File: src/rtl/hazard_pkg.sv
// hazard_pkg: shared types for the operand-forwarding / load-use stall unit.
//   fwd_src_e  : where an operand was taken from (registered per source)
//   hz_state_e : observational hazard FSM state
package hazard_pkg;

  typedef enum logic [2:0] {
    FWD_RF       = 3'd0,
    FWD_EX       = 3'd1,
    FWD_MEM_ALU  = 3'd2,
    FWD_MEM_LOAD = 3'd3,
    FWD_WB       = 3'd4
  } fwd_src_e;

  typedef enum logic [1:0] {
    RUN      = 2'd0,
    LOAD_USE = 2'd1,
    MEM_WAIT = 2'd2
  } hz_state_e;

endpackage

File: src/rtl/hazard_fwd_mux.sv
// hazard_fwd_mux: combinational priority select for one ID source operand.
// Priority EX > MEM > WB > RF; index 0 is the hard-wired zero register.
// Ports:
//   rs_index_i / rs_value_i     : source index and register-file value
//   ex_*, mem_*, wb_*           : producer stage state
//   value_o / src_o             : selected operand and its origin
//   ex_load_hz_o                : operand is produced by a load still in EX
//   mem_wait_hz_o               : operand is produced by a load in MEM, data not ready
module hazard_fwd_mux
  import hazard_pkg::*;
#(
  parameter int XLEN  = 32,
  parameter int REG_W = 5
) (
  input  logic [REG_W-1:0] rs_index_i,
  input  logic [XLEN-1:0]  rs_value_i,
  input  logic             ex_valid_i,
  input  logic             ex_is_load_i,
  input  logic [REG_W-1:0] ex_rd_index_i,
  input  logic [XLEN-1:0]  ex_result_i,
  input  logic             mem_valid_i,
  input  logic             mem_is_load_i,
  input  logic             mem_rdata_valid_i,
  input  logic [REG_W-1:0] mem_rd_index_i,
  input  logic [XLEN-1:0]  mem_alu_result_i,
  input  logic [XLEN-1:0]  mem_rdata_i,
  input  logic             wb_valid_i,
  input  logic [REG_W-1:0] wb_rd_index_i,
  input  logic [XLEN-1:0]  wb_value_i,
  output logic [XLEN-1:0]  value_o,
  output fwd_src_e         src_o,
  output logic             ex_load_hz_o,
  output logic             mem_wait_hz_o
);

  logic ex_hit, mem_hit, wb_hit;

  assign ex_hit  = ex_valid_i  && (ex_rd_index_i  == rs_index_i);
  assign mem_hit = mem_valid_i && (mem_rd_index_i == rs_index_i);
  assign wb_hit  = wb_valid_i  && (wb_rd_index_i  == rs_index_i);

  // On a hazard the value/src are don't-care: the stall keeps the EX register from loading them.
  always_comb begin
    value_o       = rs_value_i;
    src_o         = FWD_RF;
    ex_load_hz_o  = 1'b0;
    mem_wait_hz_o = 1'b0;
    if (rs_index_i == '0) begin
      value_o = '0;
    end else if (ex_hit) begin
      if (ex_is_load_i) begin
        ex_load_hz_o = 1'b1;
      end else begin
        value_o = ex_result_i;
        src_o   = FWD_EX;
      end
    end else if (mem_hit) begin
      if (!mem_is_load_i) begin
        value_o = mem_alu_result_i;
        src_o   = FWD_MEM_ALU;
      end else if (mem_rdata_valid_i) begin
        value_o = mem_rdata_i;
        src_o   = FWD_MEM_LOAD;
      end else begin
        mem_wait_hz_o = 1'b1;
      end
    end else if (wb_hit) begin
      value_o = wb_value_i;
      src_o   = FWD_WB;
    end
  end

endmodule

File: src/rtl/hazard_forward_unit.sv
// hazard_forward_unit: operand forwarding and load-use / slow-memory stall unit
// between ID and EX. Selects each source from EX, MEM, WB or RF, stalls ID on
// hazards and registers the selected operands into the EX input register.
// Ports:
//   clk_i, reset_ni (sync, active-low)
//   id_*   : ID instruction, source indices and RF values (NUM_SRC packed)
//   ex_*, mem_*, wb_* : producer stages
//   ex_hold_i       : downstream freeze, EX register and FSM hold
//   id_stall_o      : combinational ID stall
//   exe_*_o, fwd_src_o : EX input register
//   hazard_state_o  : observational FSM state
//   stall_cnt_o     : saturating stall counter
// Macro HAZARD_STALL_CNT_EN: when defined the stall counter exists,
// otherwise stall_cnt_o is tied to 0.
//
// state    | meaning
// RUN      | no hazard seen on the last update
// LOAD_USE | a valid ID source depends on a load still in EX
// MEM_WAIT | a valid ID source depends on a load in MEM with data not yet returned
module hazard_forward_unit
  import hazard_pkg::*;
#(
  parameter int XLEN    = 32,
  parameter int NUM_SRC = 2,
  parameter int REG_W   = 5,
  parameter int CNT_W   = 16
) (
  input  logic                      clk_i,
  input  logic                      reset_ni,
  input  logic                      id_valid_i,
  input  logic [NUM_SRC*REG_W-1:0]  id_rs_index_i,
  input  logic [NUM_SRC*XLEN-1:0]   id_rs_value_i,
  input  logic                      ex_valid_i,
  input  logic                      ex_is_load_i,
  input  logic [REG_W-1:0]          ex_rd_index_i,
  input  logic [XLEN-1:0]           ex_result_i,
  input  logic                      mem_valid_i,
  input  logic                      mem_is_load_i,
  input  logic                      mem_rdata_valid_i,
  input  logic [REG_W-1:0]          mem_rd_index_i,
  input  logic [XLEN-1:0]           mem_alu_result_i,
  input  logic [XLEN-1:0]           mem_rdata_i,
  input  logic                      wb_valid_i,
  input  logic [REG_W-1:0]          wb_rd_index_i,
  input  logic [XLEN-1:0]           wb_value_i,
  input  logic                      ex_hold_i,
  output logic                      id_stall_o,
  output logic                      exe_valid_o,
  output logic [NUM_SRC*XLEN-1:0]   exe_rs_value_o,
  output logic [NUM_SRC*3-1:0]      fwd_src_o,
  output logic [1:0]                hazard_state_o,
  output logic [CNT_W-1:0]          stall_cnt_o
);

  logic [NUM_SRC*XLEN-1:0] sel_val;
  logic [NUM_SRC*3-1:0]    sel_src;
  logic [NUM_SRC-1:0]      ex_load_hz;
  logic [NUM_SRC-1:0]      mem_wait_hz;
  logic                    load_use_hz;
  logic                    mem_wait_any;
  hz_state_e               state_q, state_d;

  for (genvar g = 0; g < NUM_SRC; g++) begin : g_src
    fwd_src_e src;
    hazard_fwd_mux #(.XLEN(XLEN), .REG_W(REG_W)) u_mux (
      .rs_index_i        (id_rs_index_i[g*REG_W +: REG_W]),
      .rs_value_i        (id_rs_value_i[g*XLEN +: XLEN]),
      .ex_valid_i        (ex_valid_i),
      .ex_is_load_i      (ex_is_load_i),
      .ex_rd_index_i     (ex_rd_index_i),
      .ex_result_i       (ex_result_i),
      .mem_valid_i       (mem_valid_i),
      .mem_is_load_i     (mem_is_load_i),
      .mem_rdata_valid_i (mem_rdata_valid_i),
      .mem_rd_index_i    (mem_rd_index_i),
      .mem_alu_result_i  (mem_alu_result_i),
      .mem_rdata_i       (mem_rdata_i),
      .wb_valid_i        (wb_valid_i),
      .wb_rd_index_i     (wb_rd_index_i),
      .wb_value_i        (wb_value_i),
      .value_o           (sel_val[g*XLEN +: XLEN]),
      .src_o             (src),
      .ex_load_hz_o      (ex_load_hz[g]),
      .mem_wait_hz_o     (mem_wait_hz[g])
    );
    assign sel_src[g*3 +: 3] = src;
  end

  // Hazards only matter for a real instruction in ID.
  assign load_use_hz  = id_valid_i && (|ex_load_hz);
  assign mem_wait_any = id_valid_i && (|mem_wait_hz);
  assign id_stall_o   = id_valid_i && ((|ex_load_hz) || (|mem_wait_hz) || ex_hold_i);

  always_ff @(posedge clk_i) begin
    if (!reset_ni) begin
      exe_valid_o    <= 1'b0;
      exe_rs_value_o <= '0;
      fwd_src_o      <= '0;
    end else if (ex_hold_i) begin
      exe_valid_o    <= exe_valid_o;
    end else if (id_stall_o) begin
      exe_valid_o    <= 1'b0;
    end else begin
      exe_valid_o    <= id_valid_i;
      exe_rs_value_o <= sel_val;
      fwd_src_o      <= sel_src;
    end
  end

  always_ff @(posedge clk_i) begin
    if (!reset_ni) state_q <= RUN;
    else           state_q <= state_d;
  end

  always_comb begin
    state_d = state_q;
    if (!ex_hold_i) begin
      if (load_use_hz)       state_d = LOAD_USE;
      else if (mem_wait_any) state_d = MEM_WAIT;
      else                   state_d = RUN;
    end
  end

  assign hazard_state_o = state_q;

`ifdef HAZARD_STALL_CNT_EN
  logic [CNT_W-1:0] stall_cnt_q;

  always_ff @(posedge clk_i) begin
    if (!reset_ni) begin
      stall_cnt_q <= '0;
    end else if (id_stall_o && !ex_hold_i && (stall_cnt_q != '1)) begin
      stall_cnt_q <= stall_cnt_q + 1'b1;
    end
  end

  assign stall_cnt_o = stall_cnt_q;
`else
  assign stall_cnt_o = '0;
`endif

endmodule

File: config.mk
export PLATFORM = sky130hd
export DESIGN_NAME = hazard_forward_unit
export DESIGN_NICKNAME = d
export VERILOG_FILES = /design/src/rtl/hazard_pkg.sv /design/src/rtl/hazard_fwd_mux.sv /design/src/rtl/hazard_forward_unit.sv
export SDC_FILE = /design/constraint.sdc
export NUM_CORES = 1
export LEC_CHECK = 0
export CAP_MARGIN = 0
export CORE_ASPECT_RATIO = 2
export CORE_MARGIN = 2
export CORE_UTILIZATION = 30
export DETAILED_ROUTE_END_ITERATION = 12
export PLACE_DENSITY_LB_ADDON = 0.3
export SLEW_MARGIN = 20
export SYNTH_ARGS = -nofsm -noshare
export SYNTH_HDL_FRONTEND = slang
export SYNTH_SLANG_ARGS = --single-unit
export TNS_END_PERCENT = 1
File: constraint.sdc
create_clock -name clk_i -period 8.32 [get_ports clk_i]
set_clock_uncertainty 0.05 [all_clocks]
set_input_delay 1.664 -clock clk_i [delete_from_list [all_inputs] [get_ports clk_i]]
set_output_delay 1.664 -clock clk_i [all_outputs]
set_load 0.1 [all_outputs]
==> key figures, run 1 <==
Status
  – Run status: finished clean

Placement
  – Final HPWL DP: 19800 µm
  – Post-detailed-placement cell area: 9580 µm²
  – Routability congestion estimate: 0.889
  – # port buffers: 300

Global routing
  – Largest net degree at the start of global routing: 76
  – Gr usage total: 23.9%
  – Antenna violations before repair: 1
  – Grt total ovfl: 0
  – Number of global-route vias before repair: 7875
  – First-pass GRT wire length: 42200 µm

Setup path
  – CP max-delay cell: clkdlybuf4s50_1
  – CP arrival: 4.54 ns
  – CP Capture Type: primary output
  – Critical Path Most Common Cell: nand2_1
  – Startpoint types: primary input
  – Crit path cell chain: clkdlybuf4s50_1 -> xnor2_1 -> nand2_1 -> or3_2 -> buf_4 -> o21ai_1 -> nand2_1 -> nand2_1 -> o21a_1 -> buf_4
  – Crit path buf inv count: 3
  – CP Max Fanout: 69
  – CP top delay family: buffers and inverters
  – CP Class: primary input to primary output
  – Critical path required time: 6.61 ns
  – CP max stage delay: 0.63 ns

Floorplan
  – I/O pins: 317
  – Total Die Area: 23000 µm²
  – Die X: 108 µm
  – Die H: 213 µm
  – Row Count: 76
  – Core area: 21500 µm²
  – Initial core utilization: 30.4%

Timing
  – Max Freq: 160 MHz
  – Worst-margin pin slew: 1.10 ns
  – Tcrit/Tclk final: 75.2%
  – Crit path time final: 6.25 ns
  – Final setup violation count: 0
  – Slew HR: 26.4%
  – Pins Over Slew Limit: 0
  – Unrepaired setup endpoints after global routing: false
  – Final TNS setup: 0 ns
  – Hold Fails Final Rpt: 0

Clocking
  – H-tree Lvls: 3
  – Hold Buf Count CTS: 0
  – Clk sinks: 73
  – Inserted Clock Buffers: 9
  – Clock Latency Late Sink: 0.34 ns
  – Post-CTS setup buffer count: 0
  – Clock Tree Buf Depth: 2
  – CTS tree: yes
  – Resized cells post-CTS: 0
  – Worst-path clk slew: 0.06 ns
  – Root Driver: clkbuf_16

Synthesis
  – Synth area leaders: dfxtp_1 22%, mux2i_1 15%, nand2b_1 6.1%, nor2_1 5.7%, a221o_1 5.1%
  – Most used DFF post-synth: dfxtp_1
  – Area leader, netlist: dfxtp_1
  – Top cell type's share of synthesized area: 22.4%
  – Seq/Total Area, Yosys: 22.4%
  – Ys async rst share: 0%
  – Cells after Synth: 859
  – Synth Register Bits: 73
  – EDFF count, synth: 0
  – Average cell area after synthesis: 7.60 µm²
  – Post-synthesis cell type count: 41
  – Synth warn: 0
  – Synth Cell Area: 6530 µm²

Power and ir drop
  – Pwr dens: 142 nW/µm²
  – Share of power burned in registers: 27.8%
  – Clk pwr share: 29.6%
  – Lkg Pwr: 3.57 nW
  – Design internal power: 850 µW
  – Peak supply drop: 0.0747 mV
  – P_sw: 552 µW
  – Switching share of total power: 39.4%
  – Gate power share: 42.6%

Finish
  – Design area: 9890 µm²
  – Area taken by multi-input logic gates: 4690 µm²
  – Layout cell share with drive strength beyond 1: 6.28%
  – Fill cells: 2175
  – Reg area: 1460 µm²
  – Layout area overhead: 51.4%
  – Number of nets in the layout: 1321

Detailed routing
  – DRT antenna net count: 0
  – DR pass1 iterations: 5
  – Initial DRC Count: 378
  – Post-route DRC violation count: 0
  – DR vias: 7712
  – Vias per cell: 5.62
  – Final wirelength: 28500 µm
  – Routed len/inst: 20.7 µm

Job
  – Max Cap Viol: 0

Min path
  – Min-Delay Path Class: register to register
==> routing by layer <==
metal | wire length (µm) | global-route usage [%] | share of wire (%) | up-vias
li1 | - | - | - | 3659
met1 | 9960 | 24.2 | 35 | 3626
met2 | 15100 | 45.0 | 53 | 342
met3 | 1730 | 3.39 | 6.1 | 85
met4 | 1670 | 14.7 | 5.9 | 0
met5 | 0 | 0 | 0 | -
==> placed cells by master (no fill, tap or decap), drive strengths merged, types with 2 or more instances in the layout <==
cell           synthesis  layout
clkdlybuf4s50          0     295
nor2                  99      99
mux2i                 96      96
dfxtp                 73      73
o21ai                 67      67
nand2b                64      64
nand2                 53      53
nand3                 39      39
a211oi                33      33
a221o                 33      33
a311oi                32      32
a21oi                 32      32
a31oi                 32      32
o221a                 32      32
xor2                  19      19
buf                   33      18
conb                   1      16
clkbuf                71      14
xnor2                 11      11
a21boi                 7       7
and2                   6       6
nor4                   5       5
nor3                   4       4
or4                    3       3
nand3b                 2       2
nand4b                 2       2
and3                   2       2
==> state kept, by name, indices dropped and copies added (netlist names) <==
register / count
exe_rs_value_o: 64
exe_valid_o: 1
fwd_src_o: 6
hazard_state_o: 2
==> power by group through the flow <==
stage	clock network, mW	registers [mW]	logic (mW)
2_1_floorplan	0	0.567	0.205
3_3_place_gp	0	0.397	0.591
3_5_place_dp	0	0.396	0.594
4_1_cts	0.423	0.389	0.597
5_1_grt	0.431	0.392	0.626
6_report	0.415	0.389	0.597
==> kinds of logic after synthesis <==
logic type,Yosys count,synth area share [%]
flip-flops,73,22.4
multiplexers,96,14.7
XOR/XNOR,30,4.02
buffers and inverters,104,7.15
other,1,0.0574
AO/OA/AOI/OAI,273,31.1
AND/OR/NAND/NOR,282,20.6
==> final timing paths <==
| path | startpoint | slack (ns) | to | cells past startpoint |
|---|---|---|---|---|
| worst max-delay path | id_rs_index_i[2] | 2.07 | id_stall_o | 10 |
| worst max register to register | exe_rs_value_o[41]$_SDFFE_PN0P_ | 7.52 | exe_rs_value_o[41]$_SDFFE_PN0P_ | 1 |
| worst min-delay path | fwd_src_o[4]$_SDFFE_PN0P_ | 0.40 | fwd_src_o[4]$_SDFFE_PN0P_ | 2 |
| worst min register to register | fwd_src_o[4]$_SDFFE_PN0P_ | 0.40 | fwd_src_o[4]$_SDFFE_PN0P_ | 2 |
==> cell type report <==
class / count / area share (%)
multi-input combinational: 697 / 47.5
timing repair buffer: 313 / 31.2
sequential: 73 / 14.8
tap: 273 / 3.45
clock buffer: 14 / 2.77
clock inverter: 2 / 0.354
antenna: 1 / 0.0253
==> through the flow <==
step	total power [mW]	std cells	hold slack, ns	worst slack, ns	util [%]
4_1_cts	1.41	1372	0.403	2.12	46.0
3_5_place_dp	0.991	1356	0.396	2.14	44.6
3_3_place_gp	0.988	1356	0.391	2.18	44.6
5_1_grt	1.45	1373	0.426	1.92	46.0
6_report	1.40	1373	0.398	2.07	46.0
2_1_floorplan	0.772	874	0.828	3.03	-
==> Yosys cell counts, types with 2 or more instances <==
library cell,number
a311oi_1,32
a211oi_1,33
xor2_1,19
nand2b_1,64
nor3_1,4
o221a_1,6
a221o_1,33
and2_1,6
nand3b_1,2
nand4b_1,2
nand3_1,39
buf_4,18
xnor2_1,11
buf_2,7
a21boi_0,3
a31oi_1,32
buf_1,8
o221a_2,26
nand2_1,53
and3_1,2
nor4_1,5
nor2_1,99
or4_1,2
o21ai_0,63
clkbuf_1,71
o21ai_1,3
mux2i_1,96
a21boi_1,4
dfxtp_1,73
a21oi_1,32
(Power assumes the default switching activity.)
==> run 2: changes to the inputs <==
clock period = 5.9 ns   (was 8.32 ns; I/O delays follow)
==> run 2 against run 1 <==
Sequential share of layout area barely moved; critical path depth unchanged; setup slack worse by 1.0 ns; global-route usage grew 0.77 points.
==> key figures, run 2 (synthesized netlist as in run 1, its figures left out) <==
Status
  – Run status: finished clean

Setup path
  – CP arrival: 3.65 ns
  – CP Capture Type: primary output
  – CP Class: primary input to primary output
  – CP max stage delay: 0.53 ns
  – Worst R2R Setup Slack: 5.13 ns
  – RR Endpoint: exe_rs_value_o[50]$_SDFFE_PN0P_
  – Critical path required time: 4.67 ns
  – CP Max Fanout: 33
  – FF-to-FF path depth: 1
  – Startpoint types: primary input
  – Crit path cell chain: clkdlybuf4s50_1 -> xor2_1 -> nor4_1 -> nand3_1 -> buf_4 -> o21ai_1 -> nand2_1 -> nand2_1 -> o21a_1 -> buf_12
  – CP max-delay cell: clkdlybuf4s50_1
  – Critical Path Most Common Cell: nand2_1
  – Reg2reg start: exe_rs_value_o[50]$_SDFFE_PN0P_

Timing
  – Final setup violation count: 0
  – Unrepaired setup endpoints after global routing: false
  – Worst-margin pin slew: 1.11 ns
  – Pins Over Slew Limit: 0
  – Max Freq: 205 MHz
  – Hold Fails Final Rpt: 0
  – WHS: 0.399 ns
  – Slew HR: 25.8%
  – Tcrit/Tclk final: 82.7%
  – Crit path time final: 4.88 ns
  – Setup WS post-layout: 1.02 ns
  – Final TNS setup: 0 ns

Finish
  – Largest Register: exe_rs_value_o
  – Leading cell type in the layout, fill and taps excluded: clkdlybuf4s50_1
  – Fin cells: 1376
  – Number of nets in the layout: 1321
  – Layout area overhead: 51.1%
  – Design area: 9870 µm²
  – Layout cell share with drive strength beyond 1: 6.19%
  – Util after Layout: 45.9%
  – Max FFs per register: 64
  – Commonest non-fill, non-tap cells in the layout: 295 x clkdlybuf4s50_1, 98 x nor2_1, 96 x mux2i_1, 73 x dfxtp_1, 64 x nand2b_1

Detailed routing
  – Routed len/inst: 21.2 µm
  – Post-route DRC violation count: 0
  – Vias per cell: 5.63
  – Final wirelength: 29200 µm
  – DR vias: 7753
  – Initial DRC Count: 463
  – DR pass1 iterations: 5
  – DRT antenna net count: 0

Clocking
  – Post-CTS setup buffer count: 0
  – H-tree Lvls: 3
  – Clock Latency Late Sink: 0.33 ns
  – Resized cells post-CTS: 0
  – Root Driver: clkbuf_16
  – Inserted Clock Buffers: 9
  – Clock Tree Buf Depth: 2
  – Hold Buf Count CTS: 0
  – CTS tree: yes
  – Worst-path clk slew: 0.05 ns
  – Clk sinks: 73

Min path
  – Hold path startpoint: fwd_src_o[4]$_SDFFE_PN0P_
  – Min-Delay Path Class: register to register
  – Hold Path Cell Cnt: 2
  – Hold EP: fwd_src_o[4]$_SDFFE_PN0P_

Placement
  – Setup Slack @ Placement: 1.04 ns
  – Routability congestion estimate: 0.839
  – Placed Cells: 1356
  – # port buffers: 300
  – Final HPWL DP: 20000 µm
  – Post-detailed-placement cell area: 9590 µm²

Global routing
  – Global-route track usage on met2: 45.4%
  – Gr usage total: 24.7%
  – Number of global-route vias before repair: 7815
  – Antenna violations before repair: 5
  – Met3 Use GR: 4.76%
  – Grt total ovfl: 0
  – GR Util met1: 24.9%
  – Largest net degree at the start of global routing: 98
  – Busiest grt layer: met2
  – First-pass GRT wire length: 43100 µm

Job
  – Max Cap Viol: 0

Floorplan
  – I/O pins: 317
  – Die X: 108 µm
  – Die H: 213 µm
  – Total Die Area: 23000 µm²
  – Core area: 21500 µm²
  – Initial core utilization: 30.4%
  – Row Count: 76

Power and ir drop
  – Pwr dens: 192 nW/µm²
  – Lkg Pwr: 3.55 nW
  – Peak supply drop: 0.105 mV
  – Total Power Consumption: 1.89 mW
run 2: cell types whose count changed in the layout (fill, tap and decap cells not counted), sizes merged:
cell / before / now
clkinvlp: 0 / 1
clkinv: 1 / 2
bufinv: 1 / 0
clkbuf: 14 / 12
diode: 1 / 5
run 2: layout make-up:
cell class / count / area, µm²
well taps: 273 / 342
multi-input cells: 697 / 4690
repair buffers: 313 / 3100
clock inverters: 3 / 17.5
clock buffers: 12 / 246
flip-flops and latches: 73 / 1460
fillers: 2238 / 11600
diodes: 5 / 12.5
run 2: critical path: cells and delay by family:
kind	cells	cell delay (ns)
buffers and inverters	3	1.00
AND/OR/NAND/NOR	4	0.78
AO/OA/AOI/OAI	2	0.46
XOR/XNOR	1	0.22
run 2: worst max-delay path by stage:
stage / start / endpoint / slack, ns / cells after the start
after CTS: id_rs_index_i[9] / id_stall_o / 1.02 / 10
after detailed placement: id_rs_index_i[9] / id_stall_o / 1.04 / 10
final: id_rs_index_i[9] / id_stall_o / 1.02 / 10
after floorplan: ex_is_load_i / id_stall_o / 1.58 / 6
after global placement: id_rs_index_i[9] / id_stall_o / 1.04 / 10
after global routing: id_rs_index_i[5] / id_stall_o / 0.84 / 10
run 2: metal layers:
layer	vias up	part of all wire [%]
met5	-	0
met4	0	5.6
met3	86	6.8
met2	323	53
met1	3673	34
li1	3671	-
run 2: report_power, final:
part	internal [mW]	switching (mW)	total (mW)
clock	0.293	0.208	0.500
sequential	0.528	0.0199	0.548
combinational	0.311	0.533	0.844
total	1.13	0.761	1.89
==> run 3: changes to the inputs <==
clock period = 3.99 ns   (was 5.9 ns; I/O delays follow)
==> run 3 against run 2 <==
Total power grew 48%; utilization grew 0.63 points; critical path depth shrank 1; critical path type unchanged; largest power group unchanged; highest routed layer unchanged.
==> key figures, run 3 (synthesized netlist as in run 1, its figures left out) <==
Setup path
  – FF-to-FF path depth: 1
  – CP Max Fanout: 4
  – CP Class: primary input to primary output
  – CP Capture Type: primary output
  – Worst R2R Setup Slack: 3.22 ns
  – RR Endpoint: exe_rs_value_o[38]$_SDFFE_PN0P_
  – CP arrival: 2.92 ns
  – Startpoint types: primary input
  – Critical path required time: 3.14 ns
  – Reg2reg start: exe_rs_value_o[38]$_SDFFE_PN0P_

Timing
  – Slew HR: 28.1%
  – Hold Fails Final Rpt: 0
  – Final TNS setup: 0 ns
  – Final setup violation count: 0
  – Pins Over Slew Limit: 0
  – Tcrit/Tclk final: 94.5%
  – Max Freq: 265 MHz
  – Worst-margin pin slew: 1.08 ns
  – Unrepaired setup endpoints after global routing: false
  – Crit path time final: 3.77 ns

Power and ir drop
  – Clk pwr share: 26.3%
  – Total Power Consumption: 2.80 mW
  – P_sw: 1.14 mW
  – Gate power share: 44.8%
  – Pwr dens: 280 nW/µm²
  – Lkg Pwr: 3.62 nW
  – Share of power burned in registers: 28.9%
  – Design internal power: 1.67 mW
  – Peak supply drop: 0.167 mV
  – Switching share of total power: 40.5%

Floorplan
  – Die X: 108 µm
  – Initial core utilization: 30.4%
  – Row Count: 76
  – Core area: 21500 µm²
  – I/O pins: 317
  – Die H: 213 µm
  – Total Die Area: 23000 µm²

Global routing
  – Number of global-route vias before repair: 7867
  – Grt total ovfl: 0
  – First-pass GRT wire length: 42500 µm
  – Largest net degree at the start of global routing: 98
  – Antenna violations before repair: 5
  – Gr usage total: 24.4%

Detailed routing
  – DRT antenna net count: 0
  – DR pass1 iterations: 5
  – Initial DRC Count: 362
  – Final wirelength: 29200 µm
  – Vias per cell: 5.58
  – DR vias: 7751
  – Post-route DRC violation count: 0
  – Routed len/inst: 21.0 µm

Clocking
  – Resized cells post-CTS: 0
  – Clk sinks: 73
  – Clock Latency Late Sink: 0.34 ns
  – Clock Tree Buf Depth: 2
  – Root Driver: clkbuf_16
  – Inserted Clock Buffers: 9
  – Worst-path clk slew: 0.06 ns
  – H-tree Lvls: 3
  – Post-CTS setup buffer count: 0
  – CTS tree: yes
  – Hold Buf Count CTS: 0

Finish
  – Layout area overhead: 53.2%
  – Max FFs per register: 64
  – Util after Layout: 46.5%
  – Largest Register: exe_rs_value_o
  – Commonest non-fill, non-tap cells in the layout: 295 x clkdlybuf4s50_1, 98 x nor2_1, 96 x mux2i_1, 73 x dfxtp_1, 64 x nand2b_1
  – Layout cell share with drive strength beyond 1: 7.03%
  – Number of nets in the layout: 1331
  – Leading cell type in the layout, fill and taps excluded: clkdlybuf4s50_1
  – Fill cells: 2175

Placement
  – Final HPWL DP: 20400 µm
  – Routability congestion estimate: 0.846
  – # port buffers: 300

Min path
  – Hold path startpoint: exe_rs_value_o[0]$_SDFFE_PN0P_
  – Min-Delay Path Class: register to register
  – Hold EP: exe_rs_value_o[0]$_SDFFE_PN0P_
  – Hold Path Cell Cnt: 2

Status
  – Run status: finished clean

Job
  – Max Cap Viol: 0
[run 3: how the worst max path moves through the flow]
stage	startpoint	endpoint	slack (ns)	cells past startpoint
final	id_rs_index_i[1]	id_stall_o	0.22	9
after global routing	id_rs_index_i[1]	id_stall_o	0.07	9
after CTS	id_rs_index_i[1]	id_stall_o	0.21	9
after detailed placement	id_rs_index_i[1]	id_stall_o	0.23	9
after global placement	id_rs_index_i[8]	exe_rs_value_o[51]$_SDFFE_PN0P_	0.27	10
after floorplan	ex_is_load_i	id_stall_o	0.43	6
[run 3: metrics by stage]
stage	setup slack (ns)	instances	cell area (µm²)	hold WS (ns)
3_5_place_dp	0.227	1366	9730	0.398
5_1_grt	0.0746	1387	10000	0.436
4_1_cts	0.210	1382	9990	0.404
3_3_place_gp	0.273	1366	9730	0.391
6_report	0.221	1389	10000	0.406
2_1_floorplan	0.433	874	6590	0.828
[run 3: metal layers]
layer	up-vias	track usage [%]	part of all wire (%)
met2	360	45.6	54
met4	0	15.9	5.4
met3	88	3.63	6.3
met5	-	0	0
li1	3695	-	-
met1	3608	24.3	34
[run 3: area by class of cell]
class	count	area (µm²)	area share [%]
Clock inverter	4	20.0	0.200
Clock buffer	12	236	2.36
Timing Repair Buffer	323	3230	32.3
Antenna cell	7	17.5	0.175
Multi-Input combinational cell	697	4690	46.9
Sequential cell	73	1460	14.6
Tap cell	273	342	3.41
[run 3: critical path: stages]
cell and delay [ns]:
clkdlybuf4s50_1 0.64, xnor2_1 0.18, nand2_1 0.09, or3_2 0.47, o21ai_1 0.18, nand2_1 0.10
nand2_1 0.12, o21a_1 0.16, buf_12 0.18
[run 3: power by group through the flow]
| stage | combinational (mW) | clock, mW | sequential, mW |
|---|---|---|---|
| floorplan | 0.427 | 0 | 1.18 |
| global route | 1.32 | 0.783 | 0.815 |
| finish | 1.26 | 0.737 | 0.809 |
| CTS | 1.26 | 0.751 | 0.809 |
| global placement | 1.25 | 0 | 0.824 |
| detailed placement | 1.25 | 0 | 0.823 |
==> variant (settings of run 3) <==
Add a define of `HAZARD_STALL_CNT_EN`.
--- a/src/rtl/hazard_forward_unit.sv
+++ b/src/rtl/hazard_forward_unit.sv
@@ -18,4 +18,6 @@
 // LOAD_USE | a valid ID source depends on a load still in EX
 // MEM_WAIT | a valid ID source depends on a load in MEM with data not yet returned
+`define HAZARD_STALL_CNT_EN
+
 module hazard_forward_unit
   import hazard_pkg::*;
Behaviour: not the same (a bounded check fails within 4 cycles, from zero or initial values and one cycle with reset_ni low).
==> variant against run 3 <==
Power is 8.3% higher; combinational power is 6% lower; critical path depth is 1 lower; first-iteration DRC count is 22% higher; highest routed layer unchanged; count of clock-buffer cells in the layout stayed put; non-clock buffer count is 20 higher; area after synthesis is 13% higher; sequential share of layout area is 1.4 points higher; worst setup slack worse by 0.024 ns; final area is 11% higher; sequential cell count is 16 higher; routed wire length is 8.6% higher; register-to-register slack worse by 1.6 ns.
==> variant: results <==
{
  "layout.nets": 1572,
  "grt_pass1_vias": 8940,
  "clockBufferDepth": 2,
  "ir_worst_vdd_mv": 0.162,
  "min-delay-start": "exe_rs_value_o[58]",
  "clkSlewWorstSetupHoldPaths_ns": 0.06,
  "gr-usage-all-layers_pct": 23.7,
  "grt_pass1_wl_microns": 48000,
  "syn-num-nets": 1316,
  "first_pass_iters": 5,
  "synth.lib_cells_used.distinct": 45,
  "vias_per_cell": 5.50,
  "final_layout_size_suffix_gt1_share_pct": 4.45,
  "crit_arrival_ns": 2.95,
  "root_buffer": "clkbuf_16",
  "p_leak_uw": 0.00367,
  "worstMarginPinSlew_ns": 1.08,
  "place_congestion": 0.929,
  "synthArstFlopShare_pct": 0,
  "drt_iter0_markers": 440,
  "fillCellCount": 2498,
  "antenna_found_initial": 8,
  "cp_max_fo": 6,
  "ys_top_cells_by_area": "dfxtp_1 24%, a21oi_1 17%, mux2i_1 8.8%",
  "largest_reg_flops": 64,
  "startpoint": "id_rs_index_i[6]",
  "dp_hpwl_microns": 22900,
  "r2r-start": "stall_cnt_o[0]",
  "cts_buffers": 9,
  "wirelength_microns": 31700,
  "hold_class": "flop to flop",
  "port_buffers": 316,
  "rrSetupSlack_ns": 1.62,
  "htree_levels": 3,
  "synthTopCellsByCount": "256 x a21oi_1, 89 x dfxtp_1, 83 x nand2_1",
  "ctsResizeCount": 0,
  "run_status": "finished, final reports clean",
  "ys_seq_area_share_pct": 24.1
}
## variant: cell types whose count changed in the layout (fill, tap and decap cells not counted), sizes merged, moves of 33 or more
cell	change
nor2	-60
o21ai	+78
a221o	-33
nor2b	+36
a211oi	-33
a21oi	+225
a21boi	+38
nand3	+35
## variant: per-layer routing
layer / part of all wire [%] / GRT usage [%] / vias to the layer above
li1: - / - / 4412
met1: 36 / 24.3 / 4217
met2: 53 / 43.0 / 328
met3: 4.6 / 3.84 / 97
met4: 6.8 / 15.9 / 0
met5: 0 / 0 / -
## variant: through the flow
stage,instance area (sq um),util [%],cells,setup WS [ns],hold slack (ns)
2_1_floorplan,7410,-,1088,0.570,0.830
3_3_place_gp,10800,44.4,1623,0.211,0.385
3_5_place_dp,10800,44.4,1623,0.190,0.390
4_1_cts,11100,45.6,1638,0.179,0.400
5_1_grt,11100,45.7,1646,0.0673,0.408
6_report,11100,45.7,1647,0.197,0.397
## variant: cell type report
class,count,share of cell area [%]
antenna,9,0.203
clock buffer,12,2.31
clock inverter,3,0.360
inverter,1,0.0338
multi-input combinational,900,47.0
sequential,89,16.0
tap,290,3.26
timing repair buffer,343,30.8
## variant: worst max-delay path, cell delays in order
cell and delay (ns):
clkdlybuf4s50_1 0.48, or4_1 0.62, nor2_1 0.15, nor2b_1 0.07, a32oi_2 0.27, o21ai_4 0.16, o21a_1 0.23, buf_12 0.17
## variant: where the power goes
| part | switching [uW] | internal, uW | leakage, uW |
|---|---|---|---|
| combinational | 736 | 451 | 0.00280 |
| sequential | 28.2 | 937 | 0.000729 |
| clock | 368 | 515 | 0.000148 |
| total | 1130 | 1900 | 0.00367 |
## variant: worst paths after layout
check / depth (start not counted) / to
worst min register to register: 2 / exe_rs_value_o[58]
worst max-delay path: 8 / id_stall_o
worst max register to register: 7 / stall_cnt_o[5]
worst min-delay path: 2 / exe_rs_value_o[58]
## variant: logic make-up after synthesis
kind of cell / Yosys count / synth area share (%)
compound gates: 458 / 33.4
flops: 89 / 24.1
xor+xnor: 33 / 3.90
fa+ha+maj: 1 / 0.169
mux: 65 / 8.78
buf+inv: 99 / 5.74
simple gates: 343 / 24.0
